$ cat src/rtl/timer_pkg.sv
// timer_pkg: shared types for the interval timer.
//   state_t : controller state (IDLE, RUN, HOLD)
package timer_pkg;

  typedef enum logic [1:0] {
    IDLE = 2'd0,
    RUN  = 2'd1,
    HOLD = 2'd2
  } state_t;

endpackage : timer_pkg

$ cat src/rtl/interval_timer_if.sv
// interval_timer_if: control/status bundle between a control source and
// the interval timer.
//   start, abort, hold, periodic, period[N], prescale[P] : control -> timer
//   busy, done_tick, count[N]                           : timer -> control
//   modport master : control source side
//   modport slave  : timer side
interface interval_timer_if #(
  parameter int N = 8,
  parameter int P = 4
);

  logic         start;
  logic         abort;
  logic         hold;
  logic         periodic;
  logic [N-1:0] period;
  logic [P-1:0] prescale;
  logic         busy;
  logic         done_tick;
  logic [N-1:0] count;

  modport master (
    output start, abort, hold, periodic, period, prescale,
    input  busy, done_tick, count
  );

  modport slave (
    input  start, abort, hold, periodic, period, prescale,
    output busy, done_tick, count
  );

endinterface : interval_timer_if

$ cat src/rtl/interval_timer_prescaler.sv
// interval_timer_prescaler: P-bit divider producing count ticks.
//   clk, reset : clock, synchronous active-high reset
//   en_i       : advance the divider this cycle
//   clr_i      : synchronous clear (wins over en_i)
//   div_i      : divide value minus one; tick every div_i+1 enabled cycles
//   tick_o     : high in the enabled cycle where the divider wraps
module interval_timer_prescaler #(
  parameter int P = 4
) (
  input  logic         clk,
  input  logic         reset,
  input  logic         en_i,
  input  logic         clr_i,
  input  logic [P-1:0] div_i,
  output logic         tick_o
);

  logic [P-1:0] cnt_q, cnt_d;

  // Tick is combinational so the main counter steps in the same cycle
  // the divider wraps; div_i == 0 ticks on every enabled cycle.
  assign tick_o = en_i && (cnt_q == div_i);

  always_comb begin
    cnt_d = cnt_q;
    if (clr_i)      cnt_d = '0;
    else if (en_i)  cnt_d = tick_o ? '0 : cnt_q + 1'b1;
  end

  always_ff @(posedge clk) begin
    if (reset) cnt_q <= '0;
    else       cnt_q <= cnt_d;
  end

endmodule : interval_timer_prescaler

$ cat src/rtl/interval_timer.sv
// interval_timer: one-shot / periodic interval timer controller.
//   clk, reset : clock, synchronous active-high reset
//   bus        : interval_timer_if slave
//     start     - begin a run (IDLE only); captures period/prescale/periodic
//     abort     - end the run at once, never produces an expiry pulse
//     hold      - freeze counter and prescaler while high
//     busy      - high in RUN or HOLD
//     done_tick - registered one-cycle expiry pulse
//     count     - current main counter value
module interval_timer
  import timer_pkg::*;
#(
  parameter int N = 8,
  parameter int P = 4
) (
  input  logic         clk,
  input  logic         reset,
  interval_timer_if.slave bus
);

  state_t       state_q;
  logic [N-1:0] count_q;
  logic [N-1:0] period_q;
  logic [P-1:0] prescale_q;
  logic         periodic_q;
  logic         done_q;
  logic         busy_q;

  logic         active;
  logic         ps_en;
  logic         ps_clr;
  logic         tick;

  assign active = (state_q != IDLE);

  // Counting is gated purely by the hold level, so every cycle hold is high
  // costs exactly one cycle of run time, whether we sit in RUN or HOLD.
  assign ps_en  = active && !bus.abort && !bus.hold;
  assign ps_clr = (!active && bus.start) || (active && bus.abort);

  interval_timer_prescaler #(.P(P)) u_prescaler (
    .clk    (clk),
    .reset  (reset),
    .en_i   (ps_en),
    .clr_i  (ps_clr),
    .div_i  (prescale_q),
    .tick_o (tick)
  );

  always_ff @(posedge clk) begin
    if (reset) begin
      state_q    <= IDLE;
      count_q    <= '0;
      period_q   <= '0;
      prescale_q <= '0;
      periodic_q <= 1'b0;
      done_q     <= 1'b0;
      busy_q     <= 1'b0;
    end else begin
      done_q <= 1'b0;
      case (state_q)
        IDLE: begin
          if (bus.start) begin
            period_q   <= bus.period;
            prescale_q <= bus.prescale;
            periodic_q <= bus.periodic;
            count_q    <= '0;
            busy_q     <= 1'b1;
            state_q    <= RUN;
          end
        end
        RUN, HOLD: begin
          if (bus.abort) begin
            count_q <= '0;
            busy_q  <= 1'b0;
            state_q <= IDLE;
          end else if (bus.hold) begin
            state_q <= HOLD;
          end else begin
            state_q <= RUN;
            if (tick) begin
              if (count_q == period_q) begin
                // Expiry: wrap and pulse; one-shot drops busy on this edge
                // so a start in the very next cycle is accepted.
                count_q <= '0;
                done_q  <= 1'b1;
                if (!periodic_q) begin
                  busy_q  <= 1'b0;
                  state_q <= IDLE;
                end
              end else begin
                count_q <= count_q + 1'b1;
              end
            end
          end
        end
        default: begin
          count_q <= '0;
          busy_q  <= 1'b0;
          state_q <= IDLE;
        end
      endcase
    end
  end

  assign bus.busy      = busy_q;
  assign bus.done_tick = done_q;
  assign bus.count     = count_q;

endmodule : interval_timer

$ cat src/flat_wrapper.sv
// flat-port wrapper written by rule: the top's interface ports become plain ports
module interval_timer_flat import timer_pkg::*;
#(
  parameter int N = 8,
  parameter int P = 4
)
  (clk, reset, bus_start, bus_abort, bus_hold, bus_periodic, bus_period, bus_prescale, bus_busy, bus_done_tick, bus_count);
  interval_timer_if #(.N(N), .P(P)) bus_i ();
  input  logic clk;
  input  logic reset;
  input wire logic [$bits(bus_i.start)-1:0] bus_start;
  input wire logic [$bits(bus_i.abort)-1:0] bus_abort;
  input wire logic [$bits(bus_i.hold)-1:0] bus_hold;
  input wire logic [$bits(bus_i.periodic)-1:0] bus_periodic;
  input wire logic [$bits(bus_i.period)-1:0] bus_period;
  input wire logic [$bits(bus_i.prescale)-1:0] bus_prescale;
  output wire logic [$bits(bus_i.busy)-1:0] bus_busy;
  output wire logic [$bits(bus_i.done_tick)-1:0] bus_done_tick;
  output wire logic [$bits(bus_i.count)-1:0] bus_count;
  assign bus_i.start = bus_start;
  assign bus_i.abort = bus_abort;
  assign bus_i.hold = bus_hold;
  assign bus_i.periodic = bus_periodic;
  assign bus_i.period = bus_period;
  assign bus_i.prescale = bus_prescale;
  assign bus_busy = bus_i.busy;
  assign bus_done_tick = bus_i.done_tick;
  assign bus_count = bus_i.count;
  interval_timer #(.N(N), .P(P)) u_core (.clk(clk), .reset(reset), .bus(bus_i));
endmodule
$ cat config.mk
export PLATFORM = sky130hd
export DESIGN_NAME = interval_timer_flat
export DESIGN_NICKNAME = d
export VERILOG_FILES = /design/src/rtl/timer_pkg.sv /design/src/rtl/interval_timer_if.sv /design/src/rtl/interval_timer_prescaler.sv /design/src/rtl/interval_timer.sv /design/src/flat_wrapper.sv
export SDC_FILE = /design/constraint.sdc
export NUM_CORES = 1
export LEC_CHECK = 0
export ABC_CLOCK_PERIOD_IN_PS = 3600
export CORE_MARGIN = 2
export CORE_UTILIZATION = 45
export DETAILED_ROUTE_END_ITERATION = 12
export PLACE_DENSITY = 0.74
export RECOVER_POWER = 25
export SYNTH_ARGS = -nofsm -noshare
export SYNTH_HDL_FRONTEND = slang
export SYNTH_SLANG_ARGS = --single-unit
$ cat constraint.sdc
create_clock -name clk -period 3.6 [get_ports clk]
set_input_delay 0.54 -clock clk [delete_from_list [all_inputs] [get_ports clk]]
set_output_delay 0.54 -clock clk [all_outputs]
set_load 0.03 [all_outputs]
Word-level counts from Yosys, hierarchy flattened
Index checks and enable logic that the tools add are counted.
Storage, ports and cells
  input port bits: 18
  bits in latches: 0
  memories: 0
  memory bits (writable): 0
  memory bits (read-only): 0
  register bits: 29
  logic and storage cells: 60
  output and inout port bits: 10
Cells by class
  eq/ne operators: 9
  magnitude comparators: 0
  bitwise logic cells: 2
  div/mod/pow operators: 0
  multiplexer cells: 22
  shift operators: 0
  reduce and logical (&&, ||, !) cells: 17
  add/sub/neg operators: 2
  multiply operators: 0
Operator list (number)
  $mux 8: 5
  $pmux 8 s2: 1
  $mux 2: 5
  $ne 3x3->1 const B: 3
  $add 8x1->8 const B: 1
  $eq 8x8->1: 1
  $mux 1: 8
  $logic_and 1x1->1: 5
  $reduce_and 5->1: 1
  $reduce_or 5->1: 1
  $add 4x1->4 const B: 1
  $eq 4x4->1: 1
  $mux 4: 1
  $pmux 2 s2: 1
  $reduce_or 2->1: 2
  $logic_not 1->1: 3
  $ne 3x2->1 const B: 1
  $reduce_and 3->1: 1
  $eq 2x1->1 const B: 1
  $eq 2x2->1 const B: 1
  $logic_not 2->1: 1
  $ne 2x2->1 const B: 1
  $not 1->1: 2
  $pmux 1 s2: 1
  other kinds (3): 3

Longest topological paths before layout
  depth in word-level cells: 8
  mapped depth: 8
  gate-level depth less buffers: 7

Cells and area by module
A second synthesis with hierarchy kept.
Second synthesis, totals
  cells, all modules: 171
  area total of the unflattened synthesis: 1493.9 um^2
Modules (own cells, without submodules)
  interval_timer: area each 1247.4 um^2, instances 1, cells an instance 147, sequential area each 500.5 um^2
  interval_timer_prescaler: area each 246.5 um^2, instances 1, cells an instance 24, sequential area each 80.1 um^2

Worst setup path before layout
OpenSTA, ideal clock, no wires.
  path type: register to register
  start point: register u_core.state_q[0]
  end point: register u_core.count_q[0], in the netlist u_core.bus.count[0]
  library setup time: 0.059 ns
  setup slack: 1.837 ns
  required time: 3.541 ns
  path buffers: 1
  cell stages (with the launch flop): 7
  data arrival time: 1.704 ns
  clock period less this slack: 1.763 ns
  cells stage by stage: dfxtp_1 inv_1 ha_1 or3_4 buf_6 nor4_4 mux2_2
Between the ends
  longest elaborated chain between the ends: 6
  elaborated cells on any way between the ends: 13
  those cells by class: 5 x eq/ne; 1 x mux; 7 x reduce/logical
RTL lines
  start: declaration: RTL line interval_timer.sv:21  | state_t state_q;
  start signal: assignment: RTL line interval_timer.sv:52  | state_q <= IDLE;
  start signal: assignment: RTL line interval_timer.sv:69  | state_q <= RUN;
  start signal: assignment: RTL line interval_timer.sv:76  | state_q <= IDLE;
  $reduce_bool 2->1: RTL line interval_timer.sv:34  | assign active = (state_q != IDLE);
  $logic_and 1x1->1 (2 in series): RTL line interval_timer.sv:38  | assign ps_en = active && !bus.abort && !bus.hold;
  $logic_and 1x1->1: RTL line interval_timer_prescaler.sv:22  | assign tick_o = en_i && (cnt_q == div_i);
  $ne 3x3->1 (no line)
  $reduce_and 3->1 (no line)
  end signal: assignment: RTL line interval_timer.sv:92  | count_q <= count_q + 1'b1;
  end: declaration: RTL line interval_timer.sv:22  | logic [N-1:0] count_q;
Parallel ways exist; a longest one is shown, timed or not.
A chain may end at the register's enable or synchronous reset.

Final worst setup path
  start point: register u_core.count_q[3], in the netlist u_core.bus.count[3]
  end point: output port bus_count[3]
RTL lines
  end: declaration: RTL line flat_wrapper.sv:19  | output wire logic [$bits(bus_i.count)-1:0] bus_count;
No word-level cell between the ends.

==> impl_summary.txt <==
----------------------------------------------------
[Status]
  Status ... finished, final reports clean

[Logic synthesis]
  Library cells used by synthesis ... 39
  Synthesized netlist net count ... 199
  Post-synthesis async set-or-reset flop share ... 0
  Synthesized cell area ... 1470 um^2
  Number of instances in the synthesized netlist ... 177
  Largest area contributor in the synthesized netlist ... dfxtp_1
  Register area share after synthesis ... 0.396
  Number of flops mapped to enable cells by yosys ... 0
  Seq cells post-synth ... 29
  Fraction of post-synthesis cell area in the top cell type by area ... 0.396
  Most frequently used cell type in the post-synthesis netlist ... nand2_1
  Most used standard cells in the synthesized netlist ... nand2_1 (34), dfxtp_1 (29), a21oi_1 (18)
  Dominant cells by area after synthesis ... dfxtp_1 (40%), nand2_1 (8.7%), xnor2_1 (7.2%)
  Yosys synthesis warning count ... 0
  Mapped Avg Cell Area ... 8.28 um^2
  Most used DFF post-synth ... dfxtp_1

[Detailed routing]
  Wirelength per Cell ... 13.3 um
  Number of detailed-routing iterations run before antenna repair ... 4
  # DRC ... 0
  Avg Vias per Cell ... 5.36
  Detail Route Antenna Nets ... 0
  Final routed wirelength across all metal layers ... 3320 um
  Vias ... 1334
  Number of DRC violations after detailed-routing iteration 0 ... 68

[Worst setup path]
  Largest incremental delay on the critical path ... 0.73 ns
  Worst-path maximum fanout ... 7
  Count of buffering cells on the critical path with inverters included ... 1
  Cells along the critical path ... clkdlybuf4s50_1
  Worst Path Required ... 3.06 ns
  Largest delay share family, worst path ... buffers and inverters
  Endpoint kind of the worst setup timing path ... output port
  Critical path class ... register to output port
  Library cell contributing the largest single delay on the critical path ... clkdlybuf4s50_1
  Arrival time of data at the critical path endpoint ... 1.55 ns
  Sort of element at the start of the critical path ... register

[Clock tree]
  Post-CTS setup buffers ... 0
  Clock Tree Root ... clkbuf_4
  Clock latency on the worst-skew pair ... 0.32 ns
  CTS tree ... yes
  Clock sink count ... 29
  Clock slew at the register clock pins of the worst setup and hold paths ... 0.09 ns
  Max Buffers Root-to-Sink ... 2
  Number of instances resized during post-cts repair ... 0
  CTS Buf Count ... 5
  Post-CTS Hold Fix Bufs ... 0
  H-tree depth ... 2

[Die]
  Horizontal die dimension ... 61.1 um
  Core region area ... 3080 um^2
  I/O pins ... 28
  FP Rows ... 20
  Overall die height ... 61.1 um
  Area enclosed by the die boundary ... 3730 um^2
  Initial core utilization ... 0.476

[STA]
  Max Fclk ... 0.478 GHz
  Transition time at the pin with the least slew margin ... 0.650 ns
  Unrepaired setup endpoints after global routing ... false
  Final count of pins violating max slew ... 0
  Period utilisation layout ... 0.582
  Setup-failing EPs final ... 0
  Minimum clock period ... 2.09 ns
  Headroom to the max-slew limit ... 0.566
  Count of final hold-check violations ... 0
  Total negative slack ... 0 ns
  Final worst clock skew ... 0.00915 ns

[Run]
  Max cap viols ... 0

[Layout]
  Proportion of layout cells with a drive suffix above 1 ... 0.0683
  Final Cell Area ... 1820 um^2
  Multi-input gate area ... 832 um^2
  Area overhead of the layout relative to synthesis ... 24.2%
  FF/Latch Area ... 581 um^2
  Number of antenna repair diodes ... 0
  Fillers ... 304
  Net count reported at finish ... 227

[GRT]
  Overall fraction of global-route tracks in use ... 0.210
  Initial antenna violation count ... 0
  Global-route wire length before repair ... 5750 um
  GRT Residual Overflow ... 0
  Vias in the first global route ... 1289
  Pin count of the biggest net entering global routing ... 29

[Power]
  Leakage power ... 0.000653 uW
  Power density over the cells ... 362 nW/um^2
  Maximum VDD drop ... 0.192 mV

[Worst hold path]
  Classification of the worst-slack hold path ... register to register

[Placed design]
  HPWL after DPL ... 2470 um
  Standard cell area after detailed placement ... 1760 um^2
  Global placer's final weighted congestion ... 0.831
  IO Port Bufs ... 27

----------------------------------------------------
==> cell families (layout without fill, tap and decap cells) <==
family	count (synthesis)	after routing	synth area share
simple gates	79	79	0.267
mux	1	1	0.00769
flops	29	29	0.396
fa+ha+maj	4	4	0.0342
compound gates	40	40	0.187
buf+inv	12	40	0.0359
xor+xnor	12	12	0.0717
==> registers in the layout, summed over array words and instances (netlist names) <==
signal,count
u_core.bus.count,8
u_core.period_q,8
u_core.prescale_q,4
u_core.u_prescaler.cnt_q,4
u_core.state_q,2
u_core.bus.busy,1
u_core.bus.done_tick,1
u_core.periodic_q,1
==> area by class of cell <==
type | count | area share
Multi-Input combinational cell | 136 | 0.457
Inverter | 5 | 0.0103
Tap cell | 44 | 0.0303
Clock buffer | 7 | 0.0303
Timing Repair Buffer | 28 | 0.153
Sequential cell | 29 | 0.319
==> worst paths after layout <==
| kind | start | end | slack, ns | depth (start not counted) |
|---|---|---|---|---|
| max | u_core.bus.count[3]$_SDFFE_PP0P_ | bus_count[3] | 1.51 | 1 |
| max reg2reg | u_core.state_q[0]$_SDFFE_PP0P_ | u_core.bus.count[6]$_SDFFE_PP0P_ | 1.56 | 6 |
| min | u_core.prescale_q[0]$_SDFFE_PP0P_ | u_core.prescale_q[0]$_SDFFE_PP0P_ | 0.47 | 2 |
| min reg2reg | u_core.prescale_q[0]$_SDFFE_PP0P_ | u_core.prescale_q[0]$_SDFFE_PP0P_ | 0.47 | 2 |
==> cells in the final DEF (no fill, tap or decap), types with 2 or more instances in the layout <==
cell type        instances
clkbuf_4                 5
nand3b_1                 2
a22o_1                   4
nand4_1                  3
ha_1                     4
nand3_1                  5
nor3_1                   4
nor2b_1                  3
clkdlybuf4s50_1         26
xnor2_1                 12
o32ai_1                  4
nor2_1                  14
inv_1                    5
dfxtp_1                 29
nand2_1                 34
o21a_1                   3
nand2b_1                 4
o21ai_0                  2
a21oi_1                 18
==> where the power goes <==
group | internal (uW) | switching (uW)
Clock | 92.0 | 103
Sequential | 334 | 9.29
Combinational | 51.5 | 69.7
==> metrics by stage <==
stage	cells	hold WS, ns	util	power, uW	worst slack, ns
floorplan	177	0.449	-	431	1.84
global placement	242	0.459	0.573	466	1.32
detailed placement	242	0.462	0.573	471	1.27
global route	249	0.493	0.591	695	1.43
finish	249	0.471	0.591	659	1.51
CTS	249	0.473	0.591	663	1.49
==> layer usage <==
metal	share of wire	GRT usage
met1	0.45	0.256
met4	0.014	0.106
met5	0	0
met3	0.047	0.0462
met2	0.48	0.350
Note: power is estimated with default switching activity, not from simulation.
==> edit 1, RTL diff (config.mk and constraints unchanged) <==
Re-encode `state_t` (3 states) as one-hot, 3 bits wide.
--- a/src/rtl/timer_pkg.sv
+++ b/src/rtl/timer_pkg.sv
@@ -2,10 +2,10 @@
 //   state_t : controller state (IDLE, RUN, HOLD)
 package timer_pkg;
 
-  typedef enum logic [1:0] {
-    IDLE = 2'd0,
-    RUN  = 2'd1,
-    HOLD = 2'd2
+  typedef enum logic [2:0] {
+    IDLE = 3'b001,
+    RUN  = 3'b010,
+    HOLD = 3'b100
   } state_t;
 
 endpackage : timer_pkg
Behaviour: same outputs for any inputs over 4 cycles, from zero or initial values and one cycle with reset high; so few cycles prove little.
==> edit 1 against the original RTL <==
Final area grew 1.5%. Worst setup slack worse by 330 ps. First-iteration DRC count down 28%. Sequential cell count increased by 1. Sequential power grew 3%. Clock skew grew 5.1 ps. Fmax fell by 13%. Power grew 8.7%. Synthesized area is 0.26% lower. Wire length down 2.1%. Core utilization increased by 0.89 points.
==> edit 1: results (changes against the original RTL) <==
stage	metric	value	unit	change
worst_hold_path	Hold Startpoint	u_core.periodic_q$_SDFFE_PP0P_		
worst_hold_path	end of the worst hold path	u_core.periodic_q$_SDFFE_PP0P_		
synth	synth top area cells	dfxtp_1, nand2_1, xnor2_1		
timing	transition time at the pin with the least slew margin	922	ps	+272 ps
synth	number of distinct library cell variants in the gate-level netlist after synthesis	47		+21%
global_routing	maximum number of pins on one net before global-route repair	23		-21%
critical_path	R2R setup slack	1490	ps	-70 ps
synth	post-synth net total	192		-3.5%
clock_tree	cts-stage hold buffer count	0		unchanged
global_routing	global routing usage summed across all routing layers	19.8	%	-1.2 points
worst_hold_path	worst hold path depth	2		unchanged
global_routing	global-route wire length before repair	5.40	mm	-6.2%
critical_path	Worst EP arrival	2640	ps	+1090 ps
timing	Final Skew	14.2	ps	+5.06 ps
synth	sequential fraction of the synthesis area	41.1	%	+1.5 points
clock_tree	cells resized by post-CTS repair	0		unchanged
finish	ANT cells	0		unchanged
timing	minimum hold slack	468	ps	-3.01 ps
clock_tree	Max Root-Sink Buffers	2		unchanged
finish	nets	223		-1.8%
place	global placer's final weighted congestion	0.875		+5.2%
critical_path	endpoint of the worst-slack reg-to-reg timing path	u_core.u_prescaler.cnt_q[0]$_SDFFE_PP0P_		
pwr	worst-case vdd ir drop	226	µV	+18%
clock_tree	clock slew seen by the registers of the worst setup and hold paths	90	ps	about the same
critical_path	capturing instance or port of the critical path	u_core.bus.count[3]$_SDFFE_PP0P_		
global_routing	via count of the first global-routing pass	1211		-6.1%
status	run status	completed		
synth	top cell types by occurrence after synthesis	nand2_1, dfxtp_1, a21oi_1		
finish	layout cell share with drive strength beyond 1	9.80	%	+3.0 points
clock_tree	buffer cell driving the clock tree root	clkbuf_4		
critical_path	maximum fanout along the worst path	22		+15
critical_path	startpoint of the most critical setup path	reset		
detailed_routing	detailed router's first-iteration violation count	49		-28%
detailed_routing	total number of vias	1303		-2.3%
detailed_routing	wire length after detailed routing	3.26	mm	-2.1%
worst_hold_path	Hold/Removal Path Class	reg2reg		
synth	Synth async-reset ratio	0	%	unchanged
detailed_routing	length of the first detailed-routing pass in iterations	4		unchanged
pwr	reported leakage power	0.668	nW	+2.2%
clock_tree	CTS buffer count	5		unchanged
clock_tree	worst-skew pair later-pin latency	340	ps	+20 ps
critical_path	type of the worst setup path	in2reg		
place	count of input and output buffers	27		unchanged
critical_path	CP Launch Type	input pin		
synth	Ys Warns	0		unchanged
critical_path	r2r startpoint	u_core.state_q[0]$_SDFFE_PP1P_		
clock_tree	# Post-CTS Setup Buffers	0		unchanged
place	Post-DP HPWL	2.43	mm	-1.6%
finish	Filler cells	289		-4.9%
global_routing	initial antenna violation count	0		unchanged
critical_path	reg2reg path depth	5		-1
edit 1: kinds of logic (layout without fill, tap and decap cells):
group / after synthesis / in the layout / synth area share [%]
compound gates: 37 / 37 / 17.2
buf+inv: 9 / 41 / 2.40
flops: 30 / 30 / 41.1
simple gates: 78 / 78 / 27.5
fa+ha+maj: 2 / 2 / 1.71
xor+xnor: 16 / 16 / 10.1
edit 1: final cells by class:
class	instances	area, µm²	share of cell area (%)
multi-input combinational	133	821	44.4
timing repair buffer	28	274	14.8
clock inverter	3	40.0	2.17
sequential	30	601	32.5
tap	44	55.1	2.98
inverter	5	18.8	1.02
clock buffer	5	37.5	2.03
edit 1: worst max-delay path, stage by stage:
cell,delay (ps)
dlygate4sd3_1,520
clkbuf_1,690
nor3_1,170
nand2_1,190
o22ai_1,170
a211o_1,370
edit 1: per-stage QoR:
| step | instances | power (W) | instance area (µm²) | utilization, % | setup slack [ps] |
|---|---|---|---|---|---|
| floorplan | 172 | 0.000422 | 1460 | - | 1860 |
| global placement | 240 | 0.000455 | 1780 | 57.8 | 1360 |
| detailed placement | 240 | 0.000459 | 1780 | 57.8 | 1300 |
| CTS | 248 | 0.000724 | 1860 | 60.3 | 1460 |
| global route | 248 | 0.000747 | 1850 | 60.0 | 956 |
| finish | 248 | 0.000716 | 1850 | 60.0 | 1180 |
edit 1: power by group:
part           internal, W  total [W]  switching, W
logic            0.0000443  0.0000952     0.0000509
registers         0.000344   0.000354     0.0000102
clock network     0.000144   0.000267      0.000123
edit 1: routing by layer:
| metal | track usage, % | wire, µm |
|---|---|---|
| met1 | 24.5 | 1510 |
| met2 | 32.6 | 1560 |
| met3 | 5.76 | 131 |
| met4 | 7.45 | 56 |
| met5 | 0 | 0 |
==> edit 2, RTL diff (same settings) <==
Made on the original files. `P` is set to 4 in 4 places; all go to 3.
--- a/src/rtl/interval_timer_if.sv
+++ b/src/rtl/interval_timer_if.sv
@@ -6,7 +6,7 @@
 //   modport slave  : timer side
 interface interval_timer_if #(
   parameter int N = 8,
-  parameter int P = 4
+  parameter int P = 3
 );
 
   logic         start;
--- a/src/rtl/interval_timer_prescaler.sv
+++ b/src/rtl/interval_timer_prescaler.sv
@@ -5,7 +5,7 @@
 //   div_i      : divide value minus one; tick every div_i+1 enabled cycles
 //   tick_o     : high in the enabled cycle where the divider wraps
 module interval_timer_prescaler #(
-  parameter int P = 4
+  parameter int P = 3
 ) (
   input  logic         clk,
   input  logic         reset,
--- a/src/rtl/interval_timer.sv
+++ b/src/rtl/interval_timer.sv
@@ -11,7 +11,7 @@
   import timer_pkg::*;
 #(
   parameter int N = 8,
-  parameter int P = 4
+  parameter int P = 3
 ) (
   input  logic         clk,
   input  logic         reset,
--- a/src/flat_wrapper.sv
+++ b/src/flat_wrapper.sv
@@ -2,7 +2,7 @@
 module interval_timer_flat import timer_pkg::*;
 #(
   parameter int N = 8,
-  parameter int P = 4
+  parameter int P = 3
 )
   (clk, reset, bus_start, bus_abort, bus_hold, bus_periodic, bus_period, bus_prescale, bus_busy, bus_done_tick, bus_count);
   interval_timer_if #(.N(N), .P(P)) bus_i ();
Interface: changed (resized bus_prescale); port bits go from 28 to 27. The function was not compared with the original's and may differ.
==> edit 2 against the original RTL <==
Power shrank 14%. Final area shrank 6.9%. Sequential cell count shrank 2. Core utilization shrank 2.7 points. Worst setup slack lost 410 ps. Synthesized area shrank 5.0%. Count of clock-buffer cells in the layout shrank 4. Synthesized cell count shrank 2.3%. Clock skew shrank 0.80 ps. Wire length shrank 1.5%. Critical endpoint is now u_core.bus.count[7]$_SDFFE_PP0P_. Largest power group unchanged. Highest routed layer unchanged.
==> edit 2: results (changes against the original RTL) <==
stage	metric	value	unit	change
finish	layout cell share with drive strength beyond 1	3.55	%	-3.3 points
global_routing	global routing usage summed across all routing layers	19.2	%	-1.8 points
critical_path	Worst EP arrival	2700	ps	+1150 ps
worst_hold_path	Hold/Removal Path Class	reg2reg		
detailed_routing	via/cell ratio	5.72		+6.8%
synth	number of distinct library cell variants in the gate-level netlist after synthesis	35		-10%
critical_path	reg2reg path depth	6		unchanged
critical_path	r2r startpoint	u_core.state_q[0]$_SDFFE_PP0P_		
worst_hold_path	end of the worst hold path	u_core.period_q[7]$_SDFFE_PP0P_		
timing	minimum hold slack	476	ps	+5.37 ps
critical_path	R2R setup slack	1100	ps	-460 ps
critical_path	type of the worst setup path	reg2reg		
detailed_routing	detailed router's first-iteration violation count	68		unchanged
critical_path	capturing instance or port of the critical path	u_core.bus.count[7]$_SDFFE_PP0P_		
pwr	sequential cell fraction of total power	56.7	%	+4.6 points
detailed_routing	M1 wire length	1.51	mm	unchanged
global_routing	initial antenna violation count	0		unchanged
timing	Final Skew	8.35	ps	-0.799 ps
global_routing	via count of the first global-routing pass	1187		-7.9%
pwr	clock network power share	24.2	%	-5.4 points
clock_tree	buffer cell driving the clock tree root	clkbuf_4		
critical_path	Critical Path Sink Type	flip-flop		
place	count of input and output buffers	26		-3.7%
status	run status	completed		
critical_path	maximum fanout along the worst path	9		+2
place	pre-CTS setup slack	899	ps	-370 ps
place	global placer's final weighted congestion	0.901		+8.4%
detailed_routing	total met3 wirelength after detailed routing	165	µm	+5.8%
pwr	Internal	0.000399	W	-16%
place	Post-DP HPWL	2.47	mm	+0.24%
detailed_routing	highest routed layer	met4		
pwr	power after layout	0.000567	W	-14%
clock_tree	Max Root-Sink Buffers	2		unchanged
detailed_routing	total met2 wirelength after detailed routing	1.56	mm	-3.1%
clock_tree	clock slew seen by the registers of the worst setup and hold paths	160	ps	+70 ps
timing	Peak Freq	400	MHz	-16%
clock_tree	CTS buffer count	3		-2
global_routing	maximum number of pins on one net before global-route repair	21		-28%
place	dpl cell area	0.00166	mm²	-5.7%
clock_tree	H-tree depth	1		-1
pwr	reported leakage power	0.565	nW	-14%
detailed_routing	Avg WL per Cell	14.2	µm	+6.6%
worst_hold_path	Hold Startpoint	u_core.period_q[7]$_SDFFE_PP0P_		
timing	Relative slew margins	44.9	%	-12 points
synth	synth top area cells	dfxtp_1, nand2_1, a21oi_1		
synth	Post-Syn Area per Cell	8.04	µm²	-2.8%
detailed_routing	wire length after detailed routing	3.27	mm	-1.5%
pwr	worst-case vdd ir drop	200	µV	+4.1%
synth	sequential fraction of the synthesis area	38.8	%	-0.78 points
global_routing	global-route wire length before repair	5.30	mm	-7.9%
place	Inst Count DP	226		-6.6%
synth	post-synth net total	194		-2.5%
synth	top cell types by occurrence after synthesis	nand2_1, dfxtp_1, a21oi_1		
finish	nets	219		-3.5%
## edit 2: cell type report
type / count / area [µm²]
Fill cell: 275 / 1310
Multi-Input combinational cell: 132 / 791
Sequential cell: 27 / 541
Timing Repair Buffer: 26 / 260
Tap cell: 33 / 41.3
Inverter: 8 / 30.0
Clock buffer: 3 / 22.5
Clock inverter: 1 / 7.51
## edit 2: worst max-delay path, stage by stage, from the launching register on
cell and delay (ps):
dfxtp_1 400, inv_1 60, ha_1 290, or3_4 450
or4_1 500, o31ai_1 600, a21oi_1 80
## edit 2: metal layers
layer	track usage [%]	vias to the layer above
met5	0	-
met4	4.44	0
met3	3.28	4
met2	32.5	45
met1	25.4	601
li1	-	666
## edit 2: kinds of logic after synthesis
group | Yosys count | share of synthesized area, %
simple gates | 74 | 26.9
buf+inv | 14 | 4.32
flops | 27 | 38.8
xor+xnor | 12 | 7.55
compound gates | 42 | 18.8
fa+ha+maj | 4 | 3.60
